File: config.mk
export PLATFORM = sky130hd
export DESIGN_NAME = doc_write_ctrl
export DESIGN_NICKNAME = d
export VERILOG_FILES = /design/src/rtl/doc_write_ctrl.sv
export SDC_FILE = /design/constraint.sdc
export NUM_CORES = 1
export LEC_CHECK = 0
export CELL_PAD_IN_SITES_DETAIL_PLACEMENT = 2
export CELL_PAD_IN_SITES_GLOBAL_PLACEMENT = 2
export CORE_AREA = 2 2 88 90
export DETAILED_ROUTE_END_ITERATION = 10
export DIE_AREA = 0 0 90 92
export PLACE_DENSITY_LB_ADDON = 0.2
export SLEW_MARGIN = 10
export SYNTH_ARGS = -nofsm -noshare
export SYNTH_HDL_FRONTEND = slang
export SYNTH_SLANG_ARGS = --single-unit
File: constraint.sdc
create_clock -name clk -period 5.05 [get_ports clk]
set_input_delay 1.2625 -clock clk [delete_from_list [all_inputs] [get_ports clk]]
set_output_delay 1.2625 -clock clk [all_outputs]
set_load 0.005 [all_outputs]
File: src/rtl/doc_write_ctrl.sv
// Write-side cursor/RAM controller for the 20x15 character document.
// Optional: define CLEAR_ON_RESET_EN to blank the screen after reset.
module doc_write_ctrl #(
  parameter int          COLS  = 20,
  parameter int          ROWS  = 15,
  parameter logic [7:0]  BLANK = 8'h20
) (
  input  logic       clk,
  input  logic       rst,
  input  logic       char_valid,
  input  logic [7:0] char_data,
  output logic       char_ready,
  output logic [8:0] doc_a,
  output logic [7:0] doc_d,
  output logic       doc_we,
  output logic [4:0] cursor_col,
  output logic [3:0] cursor_row,
  output logic       busy
);

  typedef enum logic [1:0] {
    S_IDLE,
    S_WRITE,
    S_CLEAR
  } state_t;

  localparam logic [4:0] COL_MAX  = 5'(COLS - 1);
  localparam logic [3:0] ROW_MAX  = 4'(ROWS - 1);
  localparam logic [8:0] CELL_MAX = 9'(COLS * ROWS - 1);

  state_t     state_q, state_d;
  logic [8:0] a_d;
  logic [7:0] d_d;
  logic       we_d;
  logic       busy_d;
  logic [4:0] col_d;
  logic [3:0] row_d;
  logic [8:0] cur_a;
  logic       xfer;
  logic       is_print;
  logic       is_bs;
  logic       is_nl;
  logic       is_ff;
  logic       init_q;

`ifdef CLEAR_ON_RESET_EN
  // High only during the first cycle after reset release.
  always_ff @(posedge clk or negedge rst) begin
    if (!rst) init_q <= 1'b1;
    else      init_q <= 1'b0;
  end
`else
  assign init_q = 1'b0;
`endif

  assign char_ready = (state_q == S_IDLE) && rst && !init_q;
  assign xfer       = char_valid && char_ready;

  assign cur_a = {5'd0, cursor_row} * 9'(COLS)
               + {4'd0, cursor_col};

  assign is_print = (char_data >= 8'h20)
                 && (char_data <= 8'h7e);
  assign is_bs    = (char_data == 8'h08);
  assign is_nl    = (char_data == 8'h0d);
  assign is_ff    = (char_data == 8'h0c);

  always_comb begin
    state_d = state_q;
    a_d     = doc_a;
    d_d     = doc_d;
    we_d    = 1'b0;
    busy_d  = busy;
    col_d   = cursor_col;
    row_d   = cursor_row;
    unique case (state_q)
      S_IDLE: begin
        if (init_q) begin
          state_d = S_CLEAR;
          busy_d  = 1'b1;
          we_d    = 1'b1;
          a_d     = 9'd0;
          d_d     = BLANK;
        end else if (xfer) begin
          unique case (1'b1)
            is_print: begin
              state_d = S_WRITE;
              we_d    = 1'b1;
              a_d     = cur_a;
              d_d     = char_data;
              if (cursor_col == COL_MAX) begin
                col_d = 5'd0;
                row_d = (cursor_row == ROW_MAX)
                      ? 4'd0 : cursor_row + 4'd1;
              end else begin
                col_d = cursor_col + 5'd1;
              end
            end
            is_bs: begin
              // Row-major layout: previous cell is always cur_a-1.
              if (cursor_col != 5'd0 || cursor_row != 4'd0) begin
                state_d = S_WRITE;
                we_d    = 1'b1;
                a_d     = cur_a - 9'd1;
                d_d     = BLANK;
                if (cursor_col != 5'd0) begin
                  col_d = cursor_col - 5'd1;
                end else begin
                  col_d = COL_MAX;
                  row_d = cursor_row - 4'd1;
                end
              end
            end
            is_nl: begin
              col_d = 5'd0;
              row_d = (cursor_row == ROW_MAX)
                    ? 4'd0 : cursor_row + 4'd1;
            end
            is_ff: begin
              state_d = S_CLEAR;
              busy_d  = 1'b1;
              we_d    = 1'b1;
              a_d     = 9'd0;
              d_d     = BLANK;
            end
            default: begin
            end
          endcase
        end
      end
      S_WRITE: begin
        state_d = S_IDLE;
      end
      S_CLEAR: begin
        if (doc_a == CELL_MAX) begin
          state_d = S_IDLE;
          busy_d  = 1'b0;
          col_d   = 5'd0;
          row_d   = 4'd0;
        end else begin
          we_d = 1'b1;
          a_d  = doc_a + 9'd1;
        end
      end
      default: begin
        state_d = S_IDLE;
        busy_d  = 1'b0;
      end
    endcase
  end

  always_ff @(posedge clk or negedge rst) begin
    if (!rst) begin
      state_q    <= S_IDLE;
      doc_a      <= 9'd0;
      doc_d      <= 8'd0;
      doc_we     <= 1'b0;
      busy       <= 1'b0;
      cursor_col <= 5'd0;
      cursor_row <= 4'd0;
    end else begin
      state_q    <= state_d;
      doc_a      <= a_d;
      doc_d      <= d_d;
      doc_we     <= we_d;
      busy       <= busy_d;
      cursor_col <= col_d;
      cursor_row <= row_d;
    end
  end

endmodule

==> run_results.csv <==
group,metric,value,unit
floorplanning,initial_core_util,0.333,
cts,h-tree-depth,2,
sta,setup-tns-final,0,ns
synth,avgSynthCellArea,8.61,um^2
drt,post_drt_wl_per_cell,19.8,um
setup_path,arrival,4.23,ns
sta,timing.final.crit_period,4.00,ns
synth,ys_types,62,
synth,synth_top_area_share,0.303,
cells_and_area,fin_area,3110,um^2
floorplanning,die_w,90,um
drt,post_drt_via_cell_ratio,5.69,
setup_path,crit_required,5.28,ns
drt,route.detailed.drc,0,
placed_design,dp_hpwl,6510,um
sta,max_freq,250,MHz
synth,synth-compound-area-share,0.258,
sta,rsz0062_at_grt,"false",
power,ir_drop,0.237,mV
placed_design,dp.cells,421,
sta,drv_slew,0,
setup_path,start_kind,"primary input",
power,leakagePower,1.26,nW
cells_and_area,synthToLayoutAreaGrowth,25.3,%
setup_path,crit_type,"in -> reg",
synth,seq_area_frac_synth,0.303,
drt,wirelength,8480,um
sta,hold_viol,0,
cts,holdBufCountCts,0,
cells_and_area,final-instance-count-excl-fill,429,
cts,cts_buffers,5,
global_route,grt_max_degree,21,
floorplanning,ios,40,
sta,max_slew_margin,0.530,
cts,cts_setup_buffers,0,
power,power_density,488,nW/um^2
synth,yosys_warnings,0,
floorplanning,dieArea,8280,um^2
drt,ant_nets,0,
synth,ys_top_cells_by_area,"dfrtp_1 (30%), ha_1 (7.6%), o21ai_0 (5.7%)",
cts,path_clk_slew,0.07,ns
drt,first_iter_violations,68,
drt,drtPass1Iterations,4,
sta,setup_violations,0,
cts,cts_resized,0,
sta,finalClockSkew,0.00916,ns
job,maxCapViolCount,0,
cells_and_area,drive_above_1_share,0.0856,
synth,synth_top_cell_by_area,"dfrtp_1",
cells_and_area,diodes,0,
placed_design,portBuffers,39,
global_route,antenna_found_initial,0,
global_route,grt_pass1_wl,14000,um
synth,syn_nets,316,
synth,synth_top_family_by_area,"compound AO/OA/AOI/OAI gates",
synth,ys.flop_type,"dfrtp_1",
floorplanning,core,7450,um^2
placed_design,gp_congestion,0.762,
synth,synth-edff-count,0,
floorplanning,placementRows,32,
synth,synth_fa_ha_area_frac,0.0918,
cts,clock-sinks,30,
cells_and_area,final_cell_mix,"clkdlybuf4s50_1 (39), dfrtp_1 (30), o21ai_0 (28)",
cells_and_area,layout.nets,354,
cells_and_area,mostFrequentLayoutCell,"clkdlybuf4s50_1",
outcome,outcome,"finished, final reports clean",
global_route,grt_util_all_layers,0.213,
synth,yosys.area_share.simple,0.245,
floorplanning,die_h,92,um
cts,cts_buffer_depth,2,
drt,vias,2440,
synth,synthesis.area,2480,um^2
setup_path,crit_fanout,17,
sta,period_share,0.793,
worst_hold_path,hp-class,"reg -> reg",
cts,clock_latency,0.29,ns
placed_design,dpl_cell_area,2970,um^2
synth,ys_ff_latch,30,
synth,postSynthCellCount,288,
sta,worstMarginPinSlew,0.697,ns
synth,muxShareOfSynthArea,0.0308,
synth,async_reset_ff_frac,1.00,
setup_path,end_kind,"register",
cts,cts_root_buffer,"clkbuf_8",
cts,cts_tree,"done",
global_route,gr-total-overflow,0,
global_route,grt_pass1_vias,2605,
synth,synth_xor_area_frac,0.0283,
==> through the flow <==
| step | worst slack, ns | power, mW | utilization | hold WS, ns |
|---|---|---|---|---|
| after floorplan | 2.02 | 0.855 | - | 0.470 |
| after global placement | 0.933 | 1.18 | 0.398 | 0.474 |
| after detailed placement | 0.754 | 1.20 | 0.398 | 0.470 |
| after CTS | 1.01 | 1.53 | 0.417 | 0.501 |
| after global routing | 0.817 | 1.63 | 0.417 | 0.528 |
| final | 1.05 | 1.52 | 0.417 | 0.493 |
==> power by group <==
part / total (mW) / leakage (nW) / switching (mW) / internal (mW)
sequential: 0.453 / 0.379 / 0.127 / 0.326
clock: 0.317 / 0.0714 / 0.106 / 0.211
combinational: 0.747 / 0.813 / 0.388 / 0.359
total: 1.52 / 1.26 / 0.621 / 0.896
==> flip-flops by register name (all words and copies together) (netlist names) <==
register    flops
doc_d           8
cursor_row      4
busy            1
doc_a           9
doc_we          1
state_q         2
cursor_col      5
==> cells by family (layout without fill, tap and decap cells) <==
logic type / Yosys count / in the layout
compound gates: 91 / 91
xor+xnor: 8 / 8
fa+ha+maj: 17 / 17
buf+inv: 25 / 64
flops: 30 / 30
mux: 7 / 7
simple gates: 110 / 110
==> cell usage after synthesis, types with 3 or more instances <==
master,instances
nor2_1,16
nand2b_1,4
xnor2_1,4
and3_1,6
o31ai_1,7
nor2b_1,3
a21oi_1,14
a21o_1,5
nor4_1,5
inv_1,14
ha_1,15
nor3_1,12
o21ai_0,28
a2bb2oi_1,3
nand2_1,23
dfrtp_1,30
xor2_1,4
and2_1,4
a22o_1,3
clkbuf_1,7
a31oi_1,4
nand3_1,20
o41ai_1,3
mux2_2,4
nand4_1,3
==> final cells by class <==
cell class              instances  area [um^2]
multi-input cells             233         1620
repair buffers                 42          413
flip-flops and latches         30          751
fillers                       888         4340
inverters                      14         52.6
clock inverters                 2         60.1
well taps                     102          128
clock buffers                   6         82.6
==> metal layers <==
metal  track usage  part of all wire  vias up
li1              -                 -     1158
met1         0.276              0.46     1239
met2         0.386              0.51       38
met3        0.0247             0.026        5
met4        0.0423            0.0079        0
met5             0                 0        -
==> critical path, stage by stage <==
cell	delay, ns
clkdlybuf4s50_1	0.88
nor4_1	0.15
and2_1	0.34
a2111oi_2	0.75
o32ai_2	0.34
a2111oi_2	0.37
a21o_1	0.13
==> worst paths after layout <==
| kind | start | to | slack [ns] | cells past startpoint |
|---|---|---|---|---|
| max | char_data[2] | cursor_row[1]$_DFFE_PN0P_ | 1.05 | 7 |
| min | doc_d[7]$_DFFE_PN0P_ | doc_d[7]$_DFFE_PN0P_ | 0.49 | 1 |
| max reg2reg | cursor_col[0]$_DFFE_PN0P_ | doc_d[4]$_DFFE_PN0P_ | 1.89 | 7 |
| min reg2reg | doc_d[7]$_DFFE_PN0P_ | doc_d[7]$_DFFE_PN0P_ | 0.49 | 1 |
| max in group asynchronous | rst | doc_a[5]$_DFFE_PN0P_ | 3.29 | 2 |
| min in group asynchronous | rst | cursor_col[0]$_DFFE_PN0P_ | 1.50 | 2 |
Note: power is estimated with default switching activity, not from simulation.
